$ cat config.mk
export PLATFORM = sky130hd
export DESIGN_NAME = ring_buffer_wr_arbiter
export DESIGN_NICKNAME = d
export VERILOG_FILES = /design/src/rtl/ring_buffer_wr_arbiter_pkg.sv /design/src/rtl/ring_buffer_wr_arbiter_rr_pick.sv /design/src/rtl/ring_buffer_wr_arbiter.sv
export SDC_FILE = /design/constraint.sdc
export NUM_CORES = 1
export LEC_CHECK = 0
export ABC_AREA = 1
export BUFFER_PORTS_ARGS = -buffer_cell sky130_fd_sc_hd__clkbuf_2
export CORE_MARGIN = 2
export CORE_UTILIZATION = 30
export DETAILED_ROUTE_END_ITERATION = 12
export PLACE_DENSITY = 0.57
export SLEW_MARGIN = 20
export SYNTH_ARGS = -nofsm -noshare
export SYNTH_HDL_FRONTEND = slang
export SYNTH_SLANG_ARGS = --single-unit
export TNS_END_PERCENT = 5
$ cat constraint.sdc
create_clock -name clk -period 2 [get_ports clk]
set_input_delay 0.1 -clock clk [delete_from_list [all_inputs] [get_ports clk]]
set_output_delay 0.1 -clock clk [all_outputs]
set_load 0.02 [all_outputs]
$ cat src/rtl/ring_buffer_wr_arbiter_pkg.sv
// Shared types for the ring buffer write-port arbiter.
// FSM state encoding and grant index width helper.
package ring_arb_pkg;

  typedef enum logic {
    ST_IDLE  = 1'b0,
    ST_GRANT = 1'b1
  } state_t;

  // clog2 with a floor of 1 so a 2-producer build still has a 1-bit id
  function automatic int id_w(input int n);
    return (n > 2) ? $clog2(n) : 1;
  endfunction

endpackage

$ cat src/rtl/ring_buffer_wr_arbiter_rr_pick.sv
// Round-robin picker: first set request at or after ptr, wrapping.
// Purely combinational.
module rr_pick #(
  parameter int N  = 4,
  parameter int IW = 2
) (
  input  logic [N-1:0]  req,
  input  logic [IW-1:0] ptr,
  output logic          found,
  output logic [IW-1:0] idx
);

  logic [IW-1:0] j;

  // scan from the farthest offset down so the nearest hit wins
  always_comb begin
    found = 1'b0;
    idx   = '0;
    j     = '0;
    for (int i = N - 1; i >= 0; i--) begin
      j = IW'((int'(ptr) + i) % N);
      if (req[j]) begin
        found = 1'b1;
        idx   = j;
      end
    end
  end

endmodule

$ cat src/rtl/ring_buffer_wr_arbiter.sv
// Burst-based round-robin arbiter sharing one ring buffer write port.
// Grantee holds the port until last beat, burst cap or idle timeout.
module ring_buffer_wr_arbiter
  import ring_arb_pkg::*;
#(
  parameter int WIDTH        = 8,
  parameter int NREQ         = 4,
  parameter int MAX_BURST    = 8,
  parameter int IDLE_TIMEOUT = 4
) (
  input  logic                    clk,
  input  logic                    rst,
  input  logic [NREQ-1:0]         req_valid,
  input  logic [NREQ-1:0]         req_last,
  input  logic [NREQ*WIDTH-1:0]   req_data,
  output logic [NREQ-1:0]         req_ready,
  input  logic                    buf_full,
  output logic                    buf_wr_en,
  output logic [WIDTH-1:0]        buf_data_in,
  output logic                    grant_vld,
  output logic [id_w(NREQ)-1:0]   grant_id
);

  localparam int IW = id_w(NREQ);
  localparam int BW = $clog2(MAX_BURST + 1);
  localparam int CW = $clog2(IDLE_TIMEOUT + 1);

  state_t        state, state_nxt;
  logic [IW-1:0] rr_ptr, rr_nxt;
  logic [IW-1:0] gid_nxt, next_ptr;
  logic [BW-1:0] beat_cnt, beat_nxt;
  logic [CW-1:0] idle_cnt, idle_nxt;
  logic          found;
  logic [IW-1:0] pick;
  logic          vld, beat, rel;

  rr_pick #(
    .N  (NREQ),
    .IW (IW)
  ) u_pick (
    .req   (req_valid),
    .ptr   (rr_ptr),
    .found (found),
    .idx   (pick)
  );

  assign grant_vld   = (state == ST_GRANT);
  assign vld         = req_valid[grant_id];
  assign beat        = grant_vld && vld && !buf_full;
  assign buf_wr_en   = beat;
  assign buf_data_in = req_data[grant_id*WIDTH +: WIDTH];

  always_comb begin
    req_ready = '0;
    if (grant_vld) req_ready[grant_id] = !buf_full;
  end

  assign next_ptr = (grant_id == IW'(NREQ - 1)) ? '0 : grant_id + 1'b1;

  // a full-buffer stall keeps valid high, so it never feeds the idle count
  assign rel = (beat && (req_last[grant_id] ||
                         beat_cnt == BW'(MAX_BURST - 1))) ||
               (!vld && idle_cnt == CW'(IDLE_TIMEOUT - 1));

  always_comb begin
    state_nxt = state;
    gid_nxt   = grant_id;
    rr_nxt    = rr_ptr;
    beat_nxt  = beat_cnt;
    idle_nxt  = idle_cnt;
    unique case (state)
      ST_IDLE: begin
        if (found) begin
          state_nxt = ST_GRANT;
          gid_nxt   = pick;
        end
      end
      ST_GRANT: begin
        if (beat) beat_nxt = beat_cnt + 1'b1;
        idle_nxt = vld ? '0 : idle_cnt + 1'b1;
        if (rel) begin
          state_nxt = ST_IDLE;
          rr_nxt    = next_ptr;
          beat_nxt  = '0;
          idle_nxt  = '0;
        end
      end
    endcase
  end

  always_ff @(posedge clk or posedge rst) begin
    if (rst) begin
      state    <= ST_IDLE;
      rr_ptr   <= '0;
      grant_id <= '0;
      beat_cnt <= '0;
      idle_cnt <= '0;
    end else begin
      state    <= state_nxt;
      rr_ptr   <= rr_nxt;
      grant_id <= gid_nxt;
      beat_cnt <= beat_nxt;
      idle_cnt <= idle_nxt;
    end
  end

endmodule

* Yosys cells after proc, flatten, opt, wreduce, memory -nomap -nowiden *
Index checks and enable logic that the tools add are counted.

word-level totals
  memories kept = 0
  bits in registers = 12
  ROM bits = 0
  memory bits (writable) = 0
  latch bits = 0

cells by class
  eq/ne operators = 3
  add/sub/neg operators = 6
  $lt $le $gt $ge = 6
  multiplexer cells = 31
  div/mod/pow operators = 0
  reduce and logical (&&, ||, !) cells = 13
  shifts and indexed selects = 1
  bitwise gates (word level) = 2
  multiply operators = 0

operator list
  kind                   number
  $shiftx A32 B6 Y8      1
  $lt A2 B3 Y1 const B   5
  $mux W1                13
  $bmux W1 S2            6
  $mux W4                3
  $mux W2                5
  $mux W3                2
  $reduce_and A2 Y1      3
  $logic_and A1 B1 Y1    5
  $add A2 B1 Y2 const B  2
  $add A2 B2 Y2 const B  2
  $add A4 B1 Y4 const B  1
  $and A4 B4 Y4          1
  $eq A4 B3 Y1 const B   1
  $add A3 B1 Y3 const B  1
  $eq A3 B2 Y1 const B   1
  $demux W1 S2           1
  $eq A2 B2 Y1 const B   1
  $ge A2 B1 Y1 const B   1
  $logic_not A1 Y1       2
  $logic_or A1 B1 Y1     2
  $pmux W1 S2            1
  $reduce_bool A2 Y1     1
  $not A1 Y1             1

* Logic depth before layout (Yosys ltp) *
Gate-level depths: netlist of run 1.

  depth after elaboration = 9
  mapped depth = 12

* Hierarchy *
Synthesis of run 1 repeated with hierarchy kept, for this count alone.

unflattened totals
  cells, all modules = 201
  area total of the unflattened synthesis = 1,209.9 µm²

modules (own cells, without submodules)
  module                  cells an instance  instances  area each (µm²)
  ring_buffer_wr_arbiter  155                1          997.2
  rr_pick                 46                 1          212.7

* Worst setup path after synthesis of run 1 *
OpenSTA, ideal clock, no wires.

  path type = flip-flop to output port
  start = register grant_id[0]
  end = output req_ready[0]
  arrival = 1.586 ns
  path buffers = 2
  stages on the path, launching flop included = 7
  path slack = 0.314 ns
  cell sequence = dfrtp_1 -> inv_2 -> buf_2 -> clkbuf_1 -> ha_1 -> inv_1 -> nor2_1

between the ends
  longest elaborated chain between the ends = 6
  elaborated cells on any way between the ends = 7
  classes of those cells = 2 x order compare; 3 x mux; 1 x bitwise; 1 x reduce/logical

RTL lines
  element                                                             line                           source
  start, declared                                                     ring_buffer_wr_arbiter.sv:21   output logic [id_w(NREQ)-1:0] grant_id
  start signal, assigned                                              ring_buffer_wr_arbiter.sv:101  grant_id <= gid_nxt;
  $lt A2 B3 Y1 (implied by the code) or $ge A2 B1 Y1 (tied branches)  ring_buffer_wr_arbiter.sv:55   if (grant_vld) req_ready[grant_id] = !buf_full;
  $logic_and A1 B1 Y1 (implied by the code)                           ring_buffer_wr_arbiter.sv:55
  $mux W1 (implied by the code)                                       ring_buffer_wr_arbiter.sv:55
  $demux W1 S2 (*)                                                    ring_buffer_wr_arbiter.sv:55
  $and A4 B4 Y4 (no source line) (*)                                  --
  $mux W4 (*)                                                         ring_buffer_wr_arbiter.sv:55
  end, declared                                                       ring_buffer_wr_arbiter.sv:16   output logic [NREQ-1:0] req_ready,

Mark *: on every way between the ends. The rest lies on a longest branch, timed or not.

* Worst setup path in the final report of run 1 *
  start = register grant_id[1]
  end = output req_ready[0]

The elaborated chain is that of the path after synthesis.

==> impl_metrics.csv, run 1 <==
group,metric,value,unit
sta,rsz0062_at_grt,"no",
sta,drv_slew,0,
sta,setup_viol,0,
global_route,grt_overflow_total,0,
placement,place_area,1516,µm²
global_route,grt_max_degree,25,
drt,via_count,1336,
sta,worst_slack,234.8,ps
status,outcome,"completed",
sta,slew_headroom,0.6789,
logic_synthesis,ys_types,23,
floorplan,num_io_pins,59,
power,leakagePower,0.8903,nW
clock_tree,cts_sinks,12,
worst_setup_path,cp.required,1900,ps
drt,drc,0,
flow_run,maxCapViolations,0,
clock_tree,cts_tree,"yes",
worst_setup_path,path_max_fanout,15,
power,power,2.183,mW
logic_synthesis,ys_seq_area_frac,0.2537,
power,vdd_drop_max,606.4,µV
cells_and_area,final_util,0.4256,
sta,fmax,566.5,MHz
cells_and_area,antenna_cells,0,
logic_synthesis,synth_area_per_cell,6.433,µm²
placement,pre_cts_slack,348.8,ps
worst_setup_path,endpoint_kind,"output pin",
logic_synthesis,async_reset_ff_frac,1.000,
floorplan,fp.dieW,66.81,µm
floorplan,num_rows,22,
logic_synthesis,synth_cells,184,
sta,clock-skew-final,0.4746,ps
drt,ant_nets,0,
logic_synthesis,netlist_area,1184,µm²
placement,hpwl,2508,µm
sta,setup_tns,0,ps
drt,drt_wl_total,3130,µm
placement,gp_congestion,0.7900,
worst_setup_path,worstPathArrival,1670,ps
cells_and_area,area_growth_syn_to_layout,33.62,%
logic_synthesis,syn_nets,234,
logic_synthesis,synth_edf_count,0,
floorplan,initial_core_util,0.3185,
floorplan,die_y,66.81,µm
cells_and_area,layout.cells.non_filler,290,
logic_synthesis,synth_top_area_frac,0.2537,
cells_and_area,regArea,300.3,µm²
placement,dp_cells,285,
clock_tree,clkLatencyLatePin,240,ps
cells_and_area,drive_above_1_share,0.3182,
logic_synthesis,synthTopCellsByArea,"dfrtp_1 (25%), nand2_1 (14%), nor2_1 (7.6%), ha_1 (7.4%), nand3_1 (6.8%)",
drt,viasPerCell,4.607,
sta,holdWs,312.9,ps
cells_and_area,finish.instance_area,1582,µm²
clock_tree,htreeDepth,1,
clock_tree,cts_root_buffer,"clkbuf_8",
worst_setup_path,start_kind,"register",
logic_synthesis,synth-warning-count,0,
clock_tree,clk_pin_slew,50,ps
floorplan,core,3716,µm²
cells_and_area,final_nets,293,
clock_tree,cts_setup_buffers,0,
cells_and_area,multi_input_area,768.2,µm²
drt,firstDrtPassIters,4,
clock_tree,cts_buffers,3,
sta,tightest_slew,481.6,ps
logic_synthesis,synth_flop_cell,"dfrtp_1",
drt,drtIter0Drc,31,
floorplan,dieArea,4464,µm²
cells_and_area,layout_commonest_cell,"clkbuf_2",
sta,finalHoldViolations,0,
clock_tree,post_cts_resized,0,
drt,post_drt_wl_per_cell,10.79,µm
logic_synthesis,synth-seq-cells,12,
cells_and_area,nFillCells,419,
global_route,grt_pass1_wl,4892,µm
logic_synthesis,yosysTopAreaCell,"dfrtp_1",
global_route,first_global_vias,1186,
hold_path,min_path_type,"input pin to register",
global_route,antenna_found_initial,0,
cells_and_area,layout_common_cells,"clkbuf_2 (58), nand2_1 (45), nor2_1 (24)",
clock_tree,clk_path_buf_depth,2,
placement,port_buffers,58,
sta,fin_crit,1765,ps
worst_setup_path,crit_type,"register to output pin",
power,p_per_area,1381,nW/µm²
sta,fin_crit_sh,0.8826,
global_route,grt_use_total,0.1401,
## worst paths after layout
kind	slack [ps]	start	to	cells after the start
max	230	grant_id[1]	req_ready[0]	6
min	310	buf_full	beat_cnt[3]	5
max reg2reg	370	grant_id[1]	rr_ptr[0]	9
min reg2reg	500	idle_cnt[2]	idle_cnt[2]	2
max in group asynchronous	1270	rst	rr_ptr[0]	3
min in group asynchronous	410	rst	beat_cnt[1]	3
## repair_timing
action	4_1_cts	5_1_grt
setup endpoints to repair	0	0
hold buffers	1	0
endpoints found under the hold margin	12	0
## kinds of logic after synthesis
logic type               synth area share
AND/OR/NAND/NOR                    0.3911
flip-flops                         0.2537
AO/OA/AOI/OAI                      0.1691
XOR/XNOR                          0.01480
adder cells (fa/ha/maj)           0.07399
buffers and inverters             0.09725
## state kept, by name, summed over array words and instances, names as in the netlist
register	flops
beat_cnt	4
rr_ptr	2
grant_id	2
grant_vld	1
idle_cnt	3
## report_power, final
group	switching, mW	internal [mW]	total (mW)
combinational	0.913	0.523	1.44
sequential	0.140	0.345	0.484
clock	0.0891	0.174	0.263
## cells in the mapped netlist, types with 3 or more instances
master    number
o22ai_1        8
clkbuf_1       4
o21ai_1       10
ha_1           7
nand3b_1       3
nand2_4        3
inv_2          3
inv_1         19
o21ai_0       16
nand3_1       16
nor2_1        24
dfrtp_1       12
nand2_1       45
## layer usage
layer / share of wire / vias up / global-route usage
li1: - / 713 / -
met4: 0.0051 / 0 / 0.04337
met2: 0.45 / 51 / 0.2638
met1: 0.46 / 570 / 0.1588
met3: 0.089 / 2 / 0.02365
met5: 0 / - / 0
## critical path, stage by stage (launching register included)
cell      delay (ps)
dfrtp_1          640
inv_1            170
buf_4            200
ha_1             170
inv_1             50
nor2_1            40
clkbuf_2         150
## layout make-up
type | count | share of cell area
Multi-Input combinational cell | 143 | 0.4858
Timing Repair Buffer | 61 | 0.1994
Sequential cell | 12 | 0.1899
Inverter | 22 | 0.05222
Tap cell | 48 | 0.03797
Clock buffer | 4 | 0.03481
Note: power is estimated with default switching activity, not from simulation.
==> run 2: changes to the inputs <==
Settings changed: SYNTH_HIERARCHICAL set to 1.
==> impl_metrics.csv, run 2 <==
group,metric,value,unit
status,outcome,"completed",
sta,fin_crit,1632,ps
power,intPower,1.120,mW
logic_synthesis,synth-warning-count,6,
cells_and_area,nFillCells,449,
cells_and_area,area_growth_syn_to_layout,33.20,%
placement,gp_congestion,0.7871,
power,seqPwrFrac,0.192,
logic_synthesis,syn_nets,251,
drt,drc,0,
worst_setup_path,worstPathArrival,1530,ps
floorplan,die_y,67.51,µm
power,pwr-share-clk,0.110,
logic_synthesis,synth_area_per_cell,6.019,µm²
floorplan,num_io_pins,59,
cells_and_area,reg.largest.list,"beat_cnt (4), idle_cnt (3)",
logic_synthesis,synthTopCellsByArea,"dfrtp_1 (25%), nand2_1 (19%), nand3_1 (7.9%), nor2_1 (7.8%), ha_1 (7.2%)",
sta,setup_viol,0,
clock_tree,clk_pin_slew,60,ps
global_route,grt_max_degree,26,
floorplan,fp.dieW,67.51,µm
cells_and_area,final_nets,311,
drt,ant_nets,0,
logic_synthesis,synth-seq-cells,12,
clock_tree,post_cts_resized,0,
logic_synthesis,ys_seq_area_frac,0.2482,
worst_setup_path,crit_type,"register to output pin",
sta,fmax,612.6,MHz
cells_and_area,drive_above_1_share,0.3000,
floorplan,core,3943,µm²
floorplan,dieArea,4557,µm²
logic_synthesis,synthMostInstantiatedCell,"nand2_1",
drt,via_count,1419,
logic_synthesis,synth_flop_cell,"dfrtp_1",
logic_synthesis,synth_cells,201,
worst_setup_path,endpoint_kind,"output pin",
drt,wl_met1,1624,µm
power,vdd_drop_max,520.5,µV
floorplan,initial_core_util,0.3069,
sta,clock-skew-final,3.293,ps
global_route,antenna_found_initial,0,
sta,slew_headroom,0.6932,
sta,holdWs,319.0,ps
logic_synthesis,ys_types,24,
global_route,grt_pass1_wl,5733,µm
clock_tree,cts_buffers,3,
sta,finalHoldViolations,0,
drt,post_drt_wl_per_cell,11.03,µm
cells_and_area,antenna_cells,0,
clock_tree,clk_path_buf_depth,2,
global_route,grt_overflow_total,0,
worst_setup_path,path_max_fanout,25,
clock_tree,cts_sinks,12,
power,leakagePower,0.9122,nW
sta,setup_tns,0,ps
hold_path,min_path_type,"input pin to register",
power,power,2.446,mW
cells_and_area,layout_common_cells,"nand2_1 (60), clkbuf_2 (58), nor2_1 (25)",
clock_tree,clkLatencyLatePin,240,ps
worst_setup_path,rrSetupSlack,400,ps
power,p_switching,1.325,mW
global_route,first_global_vias,1322,
drt,highest_layer,"met4",
drt,drt_wl_total,3420,µm
floorplan,num_rows,23,
clock_tree,cts_root_buffer,"clkbuf_8",
clock_tree,htreeDepth,1,
power,switching_share,0.5419,
logic_synthesis,async_reset_ff_frac,1.000,
cells_and_area,layout_commonest_cell,"nand2_1",
logic_synthesis,synth_edf_count,0,
drt,firstDrtPassIters,4,
worst_setup_path,start_kind,"register",
logic_synthesis,ys_top_cells_by_count,"nand2_1 (60), nor2_1 (25), inv_1 (19), nand3_1 (19), o21ai_0 (16)",
logic_synthesis,yosysTopAreaCell,"dfrtp_1",
logic_synthesis,netlist_area,1210,µm²
drt,route.met3.wl,124,µm
sta,tightest_slew,459.8,ps
drt,dr_wl_met2,1644,µm
sta,fin_crit_sh,0.8162,
drt,drtIter0Drc,33,
placement,port_buffers,58,
clock_tree,cts_tree,"yes",
worst_setup_path,cp.required,1900,ps
power,combPwrFrac,0.698,
cells_and_area,top_register,"beat_cnt",
global_route,grt_use_total,0.1625,
flow_run,maxCapViolations,0,
cells_and_area,largest_register_ffs,4,
logic_synthesis,synth_top_area_frac,0.2482,
placement,hpwl,2722,µm
power,p_per_area,1518,nW/µm²
drt,viasPerCell,4.577,
sta,drv_slew,0,
sta,rsz0062_at_grt,"no",
-- run 2: power groups by stage --
stage	Combinational [mW]	Clock, mW	Sequential, mW
floorplan	1.23	0	0.490
global placement	1.71	0	0.472
detailed placement	1.71	0	0.475
CTS	1.72	0.279	0.471
global route	1.95	0.284	0.497
finish	1.71	0.269	0.471
-- run 2: cell type report --
cell class	count	area, µm²	area share
multi-input combinational	158	779.5	0.4837
timing repair buffer	62	322.8	0.2003
sequential	12	300.3	0.1863
inverter	24	91.34	0.05668
tap	50	62.56	0.03882
clock buffer	4	55.05	0.03416
-- run 2: timing repair --
action | 4_1_cts | 5_1_grt
endpoints found under the hold margin | 12 | 0
hold buffers | 1 | 0
setup buffers | 0 | 0
-- run 2: cell families (layout without fill, tap and decap cells) --
logic type	Yosys count	in the layout	synth area share
simple gates	113	113	0.3950
buf+inv	31	90	0.1075
flops	12	12	0.2482
fa+ha+maj	7	7	0.07239
xor+xnor	2	2	0.01448
compound gates	36	36	0.1624
-- run 2: critical path: stages (launching register included) --
cell      delay, ps
dfrtp_1         360
buf_4           260
nand2_1         100
nand3_1         110
nand2_1         130
nor2_4          140
clkbuf_2        190
-- run 2: routing by layer --
layer / GRT usage / vias up
met4: 0.05867 / 0
met3: 0.02833 / 5
met5: 0 / -
li1: - / 758
met1: 0.2142 / 628
met2: 0.2647 / 28
-- run 2: final timing paths --
kind                                   from          end  cells past startpoint
max in group asynchronous               rst  idle_cnt[0]                      3
worst min-delay path               buf_full  beat_cnt[1]                      6
worst max-delay path            grant_id[0]    buf_wr_en                      6
worst max register to register  grant_id[0]    rr_ptr[0]                     10
min in group asynchronous               rst  beat_cnt[2]                      3
worst min register to register  idle_cnt[2]  idle_cnt[2]                      2
-- run 2: metrics by stage --
step             util  cells  setup WS [ps]  cell area (µm²)
2_1_floorplan       -    201          437.7             1210
3_3_place_gp   0.3923    305          465.4             1546
3_5_place_dp   0.3923    305          423.8             1546
4_1_cts        0.4088    310          358.9             1612
5_1_grt        0.4088    310          194.6             1612
6_report       0.4088    310          367.7             1612
==> run 3: changes to the inputs <==
Settings changed: PLACE_DENSITY 0.57 to 0.59.
Clock period 2 ns to 1.3 ns, I/O delays scaled along.
==> impl_metrics.csv, run 3 (synthesis gave the netlist of run 2 again) <==
group,metric,value,unit
status,outcome,"finished with violations",
status,violations,"negative setup slack",
clock_tree,cts_tree,"yes",
sta,finalHoldViolations,0,
worst_setup_path,r2r_cells,10,
global_route,grt_overflow_total,0,
floorplan,core,3943,µm²
worst_setup_path,slowest_stage,"dfrtp_2",
cells_and_area,drive_above_1_share,0.5228,
worst_setup_path,cp.required,1240,ps
flow_run,maxCapViolations,0,
clock_tree,clk_pin_slew,50,ps
hold_path,hold_path_depth,7,
sta,fin_crit,1454,ps
power,leakagePower,1.121,nW
clock_tree,cts_root_buffer,"clkbuf_8",
hold_path,min_from,"buf_full",
clock_tree,clkLatencyLatePin,240,ps
placement,dp_cells,325,
cells_and_area,reg.largest.list,"beat_cnt (4), idle_cnt (3)",
power,vdd_drop_max,1140,µV
sta,tightest_slew,464.9,ps
cells_and_area,final_nets,336,
power,p_per_area,2494,nW/µm²
cells_and_area,area_growth_syn_to_layout,73.63,%
drt,firstDrtPassIters,4,
sta,drv_slew,0,
cells_and_area,layout.cells.non_filler,335,
placement,hpwl,3006,µm
worst_setup_path,endpoint_kind,"output pin",
worst_setup_path,start_kind,"register",
worst_setup_path,r2r-start,"grant_id[0]",
global_route,grt_pass1_wl,6617,µm
cells_and_area,multi_input_area,964.7,µm²
clock_tree,cts_sinks,12,
floorplan,die_y,67.51,µm
sta,setup_tns,-2280,ps
sta,fmax,687.9,MHz
drt,drtIter0Drc,95,
worst_setup_path,worstReg2RegEnd,"rr_ptr[1]",
worst_setup_path,rrSetupSlack,-90,ps
worst_setup_path,crit_type,"register to output pin",
power,power,5.240,mW
hold_path,hold-path-endpoint,"beat_cnt[0]",
floorplan,dieArea,4557,µm²
placement,port_buffers,58,
floorplan,num_rows,23,
sta,fin_crit_sh,1.118,
placement,pre_cts_slack,-149.7,ps
clock_tree,cts_buffers,3,
global_route,grt_use_total,0.1856,
global_route,grt_max_degree,16,
drt,drc,0,
cells_and_area,antenna_cells,0,
sta,setup_viol,25,
global_route,antenna_found_initial,0,
placement,gp_congestion,0.7791,
drt,drt_wl_total,3840,µm
sta,slew_headroom,0.6897,
cells_and_area,largest_register_ffs,4,
cells_and_area,layout_common_cells,"nand2_1 (49), clkbuf_2 (46), nor2_1 (22)",
worst_setup_path,cpPeakStageDelay,460,ps
clock_tree,htreeDepth,1,
drt,post_drt_wl_per_cell,11.46,µm
hold_path,min_path_type,"input pin to register",
worst_setup_path,worstPathCellList,"inv_4 > nand2_2 > nand3_2 > nand2_4 > nor2_4 > buf_6 > clkbuf_8",
sta,holdWs,302.4,ps
cells_and_area,layout_commonest_cell,"nand2_1",
sta,clock-skew-final,2.385,ps
worst_setup_path,path_max_fanout,6,
cells_and_area,regArea,305.3,µm²
sta,rsz0062_at_grt,"yes",
floorplan,fp.dieW,67.51,µm
drt,viasPerCell,4.770,
sta,worst_slack,-153.8,ps
clock_tree,clk_path_buf_depth,2,
global_route,first_global_vias,1538,
floorplan,num_io_pins,59,
floorplan,initial_core_util,0.3069,
cells_and_area,top_register,"beat_cnt",
cells_and_area,nFillCells,375,
worst_setup_path,worstPathArrival,1390,ps
drt,ant_nets,0,
drt,via_count,1598,
-- run 3: changes by cell type in the layout (fill, tap and decap cells not counted), moves of 9 or more --
| cell | before | now |
|---|---|---|
| buf_4 | 3 | 21 |
| o21ai_0 | 16 | 1 |
| clkbuf_2 | 58 | 46 |
| o21ai_2 | 1 | 13 |
| nand2_1 | 60 | 49 |
| nand2_2 | 3 | 12 |
-- run 3: critical path: cells and delay by family, from the launching register on --
family,cells,cell delay [ps]
flops,1,460
simple gates,4,320
buf+inv,3,350
-- run 3: layout make-up --
type,count,area share
multi-input combinational,158,0.4592
timing repair buffer,87,0.2984
sequential,12,0.1453
inverter,24,0.04586
tap,50,0.02978
clock buffer,4,0.02144
-- run 3: through the flow --
step | area [µm²] | util
after global placement | 1775 | 0.4503
after CTS | 2069 | 0.5249
after detailed placement | 1775 | 0.4503
final | 2101 | 0.5328
after global routing | 2101 | 0.5328
after floorplan | 1289 | -
-- run 3: worst max path at each step --
stage	slack (ps)	startpoint	endpoint
4_1_cts	-150	grant_id[0]	buf_data_in[0]
3_3_place_gp	-150	grant_id[0]	idle_cnt[0]
6_report	-150	grant_id[0]	buf_wr_en
3_5_place_dp	-150	grant_id[0]	idle_cnt[1]
2_1_floorplan	-120	grant_id[0]	rr_ptr[1]
5_1_grt	-230	grant_id[0]	buf_wr_en
-- run 3: what timing repair did --
action / 4_1_cts / 5_1_grt
buffers inserted: 5 / 0
endpoints found under the setup margin: 25 / 26
hold endpoints to repair: 12 / 0
gates cloned: 1 / 0
gates resized for setup: 71 / 8
hold buffers: 1 / 0
pin swaps: 15 / 4
-- run 3: report_power, final --
part	total, mW	internal (mW)	switching [mW]
logic	4.16	1.93	2.23
clock network	0.351	0.216	0.135
registers	0.724	0.549	0.174
-- run 3: per-layer routing --
layer,wire (µm),global-route usage,up-vias
met5,0,0,-
met4,50,0.04847,0
met3,140,0.03333,6
met2,1852,0.3113,37
met1,1797,0.2444,735
li1,-,-,820
